<file path="src/rtl/axis_sync_merge_pkg.sv">
// Shared AXIS constants and merge FSM encoding for the pcie-loopback datapath.
package axis_sync_merge_pkg;

  localparam int unsigned AXIS_NARROW_W      = 256;
  localparam int unsigned AXIS_WIDE_W        = 512;
  localparam int unsigned AXIS_NARROW_KEEP_W = AXIS_NARROW_W / 8;
  localparam int unsigned AXIS_WIDE_KEEP_W   = AXIS_WIDE_W / 8;

  // LO: waiting for a lower beat; HI: lower beat held in lo_reg.
  typedef enum logic {
    MERGE_LO = 1'b0,
    MERGE_HI = 1'b1
  } merge_state_e;

endpackage

</file>
<file path="src/rtl/axis_sync_merge.sv">
// Packs pairs of narrow AXIS beats of one packet into one wide output word.
module axis_sync_merge
  import axis_sync_merge_pkg::*;
#(
  parameter int unsigned S_DATA_WIDTH = AXIS_NARROW_W,
  parameter int unsigned S_KEEP_WIDTH = AXIS_NARROW_KEEP_W
) (
  input  logic                      axis_aclk,
  input  logic                      axis_areset,
  input  logic                      s_axis_tvalid,
  output logic                      s_axis_tready,
  input  logic [S_DATA_WIDTH-1:0]   s_axis_tdata,
  input  logic [S_KEEP_WIDTH-1:0]   s_axis_tkeep,
  input  logic                      s_axis_tlast,
  output logic                      m_axis_tvalid,
  input  logic                      m_axis_tready,
  output logic [2*S_DATA_WIDTH-1:0] m_axis_tdata,
  output logic [2*S_KEEP_WIDTH-1:0] m_axis_tkeep,
  output logic                      m_axis_tlast
);

  merge_state_e            state;
  logic [S_DATA_WIDTH-1:0] lo_data;
  logic [S_KEEP_WIDTH-1:0] lo_keep;
  logic                    accept;

  // Input may advance whenever the output register is empty or draining this cycle.
  assign s_axis_tready = !m_axis_tvalid || m_axis_tready;
  assign accept        = s_axis_tvalid && s_axis_tready;

  // Merge FSM and output register; a new word overwrites one leaving on the same edge.
  always_ff @(posedge axis_aclk) begin
    if (axis_areset) begin
      state         <= MERGE_LO;
      m_axis_tvalid <= 1'b0;
      m_axis_tdata  <= '0;
      m_axis_tkeep  <= '0;
      m_axis_tlast  <= 1'b0;
    end else begin
      if (m_axis_tvalid && m_axis_tready) begin
        m_axis_tvalid <= 1'b0;
      end
      if (accept) begin
        case (state)
          MERGE_LO: begin
            if (s_axis_tlast) begin
              m_axis_tvalid <= 1'b1;
              m_axis_tdata  <= {S_DATA_WIDTH'(0), s_axis_tdata};
              m_axis_tkeep  <= {S_KEEP_WIDTH'(0), s_axis_tkeep};
              m_axis_tlast  <= 1'b1;
            end else begin
              lo_data <= s_axis_tdata;
              lo_keep <= s_axis_tkeep;
              state   <= MERGE_HI;
            end
          end
          MERGE_HI: begin
            m_axis_tvalid <= 1'b1;
            m_axis_tdata  <= {s_axis_tdata, lo_data};
            m_axis_tkeep  <= {s_axis_tkeep, lo_keep};
            m_axis_tlast  <= s_axis_tlast;
            state         <= MERGE_LO;
          end
          default: state <= MERGE_LO;
        endcase
      end
    end
  end

endmodule

</file>
<file path="config.mk">
export PLATFORM = sky130hd
export DESIGN_NAME = axis_sync_merge
export DESIGN_NICKNAME = d
export VERILOG_FILES = /design/src/rtl/axis_sync_merge_pkg.sv /design/src/rtl/axis_sync_merge.sv
export SDC_FILE = /design/constraint.sdc
export NUM_CORES = 1
export LEC_CHECK = 0
export ABC_CLOCK_PERIOD_IN_PS = 37200
export CORE_AREA = 2 2 335 337
export DETAILED_ROUTE_END_ITERATION = 8
export DIE_AREA = 0 0 337 339
export SLEW_MARGIN = 40
export SYNTH_ARGS = -nofsm -noshare
export SYNTH_HDL_FRONTEND = slang
export SYNTH_SLANG_ARGS = --single-unit
</file>
<file path="constraint.sdc">
create_clock -name axis_aclk -period 37.2 [get_ports axis_aclk]
set_input_delay 7.44 -clock axis_aclk [delete_from_list [all_inputs] [get_ports axis_aclk]]
set_output_delay 7.44 -clock axis_aclk [all_outputs]
set_load 0.03 [all_outputs]
</file>
==> run metrics <==
sequential cell area=20,200 um2; logic gate share of total power=15.1%; vias in the first global route=roughly 23,000; CTS resizes=0; post-synthesis async set-or-reset flop share=0%; Slowest cell on crit path=clkdlybuf4s50_1; P per Cell Area=53.1 nW/um2; WL per Instance=23.0 um; final instance area=44,000 um2; sequential area share after synthesis=roughly 65%; CTS tree=built; worst-path cell chain=clkdlybuf4s50_1, nand2b_4, clkdlybuf4s50_1; min Tclk post-route=16.45 ns; share of layout cells above drive strength 1=6.34%; initial antenna violation count=8; Max Clock Skew=0.0332 ns; LEAKAGE=14.9 nW; first-pass GRT wire length=155,000 um; critical path type=input port to output pin; Worst slew margin=43.1%; setup repair bufs after CTS=0; worst vdd ir=between 0.00003 and 0.00004 V; total power=approximately 2.3 mW; Worst R2R Path Depth=6; Post-route DRC=0; P_int=1.71 mW; GRT overflow=0; fin. max-slew vios=0; post-synth cell types=23; clock power share=40.0%; Worst Setup End Kind=output pin; number of buffers created by CTS=96; Final HPWL DP=69,700 um; Net Sw Frac=26.8%; Synth Instances=2,294; Std-Cell Rows=approximately 120; clk root buf=clkbuf_16; total negative slack=0 ns; Most Frequent Cell on Critical Path=clkdlybuf4s50_1; clock insertion delay at the later pin of the skew report=0.67 ns; Syn Std Cell Area=between 30,000 and 40,000 um2; Reg clk slew, reported paths=0.06 ns; RSZ-0062 raised after global routing=no; DRT antenna net count=0; CP arrival=9.01 ns; syn nets=2,587; Initial Util=between 20% and 30%; Primary FF master, synth=dfxtp_1; final worst path period share=44.2%; placed cell area=around 41,000 um2; die height=about 340 um; outcome=finished clean; cts hold-fix bufs=0; CP peak stage delay=about 0.75 ns; Final setup viols=0; H-Tree Depth=3; maxcap violations=0; via count=23,102; IO Port Bufs=871; area of the core=110,000 um2; Bufs on Longest Clock Path=3; element type at the critical path start=input port; largest fanout on the critical path=30; Iter 0 DRT Violations=1,510; I/O pin count=872; fmax=between 60 and 70 MHz; path type of the worst min-delay path=flop to flop; hold path depth=1; YS warnings=0; largest net degree at the start of global routing=138; fill cell count=10,426; NetSw=roughly 630 uW; sequential share of power=44.9%; WP data required=29.76 ns; GRT Util Overall=roughly 18%; Synth Register Bits=between 800 and 900; Post-synth EDFFs=between 200 and 300; Via density=between 5 and 6; Detailed Route WL=106,000 um; 1st-pass router iterations=7; final RePlAce weighted congestion=between 0.8 and 0.9; synthesized area per cell=13.5 um2; P&R area growth vs syn=42.2%; CTS sink cnt=between 800 and 900; area of the die=~110,000 um2; Final nets=3,336; final hold vios=0; Worst-Margin Slew=0.853 ns; area of the multi-input gates=9540 um2; Die W=around 340 um
-- synthesized netlist by cell type (2+ instances only) --
master / n / area, um2
a21oi_1: 2 / 10.0
clkbuf_1: 166 / 623
dfxtp_1: 579 / 11600
a22o_1: 288 / 2520
a211oi_2: 9 / 113
a211oi_1: 279 / 2090
buf_2: 71 / 355
buf_1: 8 / 30.0
mux2i_1: 288 / 2880
nor3_1: 2 / 10.0
nand2b_1: 2 / 12.5
edfxtp_1: 288 / 8650
a31oi_1: 288 / 1800
buf_6: 15 / 169
-- per-layer routing --
metal  up-vias  track usage [%]  part of all wire (%)
li1      10670                -                     -
met1     11504             22.0                    41
met2       739             29.2                    48
met3       183             4.59                   6.8
met4         6             7.36                   3.7
met5         -                0                 0.040
-- kinds of logic (layout without fill, tap and decap cells) --
logic type | count (synthesis) | after routing | synth area share [%]
AO/OA/AOI/OAI | 869 | 869 | 21.3
flip-flops | 867 | 867 | 65.4
multiplexers | 288 | 288 | 9.32
buffers and inverters | 261 | 1092 | 3.82
AND/OR/NAND/NOR | 9 | 9 | 0.174
other | 0 | 5 | 0
-- power by group through the flow --
stage	clock network, mW	logic [mW]	registers (mW)
after floorplan	0	0.118	1.15
after global placement	0	0.352	1.07
after detailed placement	0	0.355	1.07
after CTS	0.962	0.356	1.05
after global routing	0.999	0.372	1.05
final	0.936	0.353	1.05
-- layout make-up --
class	count	share of cell area (%)
sequential	867	46.0
multi-input combinational	1166	21.7
timing repair buffer	911	20.9
clock buffer	156	6.59
tap	1488	4.23
clock inverter	24	0.563
antenna	5	0.0284
inverter	1	0.00853
-- worst max-delay path: cells and delay by family --
family / cells / cell delay, ns
buf+inv: 2 / 1.21
simple gates: 1 / 0.36
-- placed cells by master, fill, tap and decap left out, types with 14 or more instances in the layout --
cell / instances
clkdlybuf4s50_1: 869
a31oi_1: 288
clkbuf_16: 99
buf_4: 14
dfxtp_1: 578
a211oi_1: 279
edfxtp_1: 288
mux2i_1: 288
clkbuf_1: 36
clkbuf_8: 21
a22o_1: 288
buf_6: 19
-- state kept, by name, summed over array words and instances, names as in the netlist --
signal and cells:
lo_data 256, lo_keep 32, m_axis_tdata 512, m_axis_tkeep 64, m_axis_tlast 1, m_axis_tvalid 1, state 1
-- path summary, 6_finish.rpt --
check | from | to | slack, ns
max reg2reg | state | m_axis_tdata[37] | 32.94
min reg2reg | m_axis_tdata[268] | m_axis_tdata[268] | 0.47
min | m_axis_tdata[268] | m_axis_tdata[268] | 0.47
max | m_axis_tready | s_axis_tready | 20.75
-- metrics by stage --
| stage | setup WS, ns | instances | utilization [%] | hold slack [ns] |
|---|---|---|---|---|
| CTS | 20.75 | 4611 | 39.8 | 0.480 |
| detailed placement | 20.76 | 4431 | 37.0 | 0.463 |
| finish | 20.75 | 4618 | 39.9 | 0.474 |
| global placement | 20.77 | 4427 | 36.8 | 0.460 |
| global route | 20.71 | 4616 | 39.9 | 0.488 |
| floorplan | 8.02 | 2294 | - | 0.589 |
No activity file was read; power rests on OpenSTA's default activity.
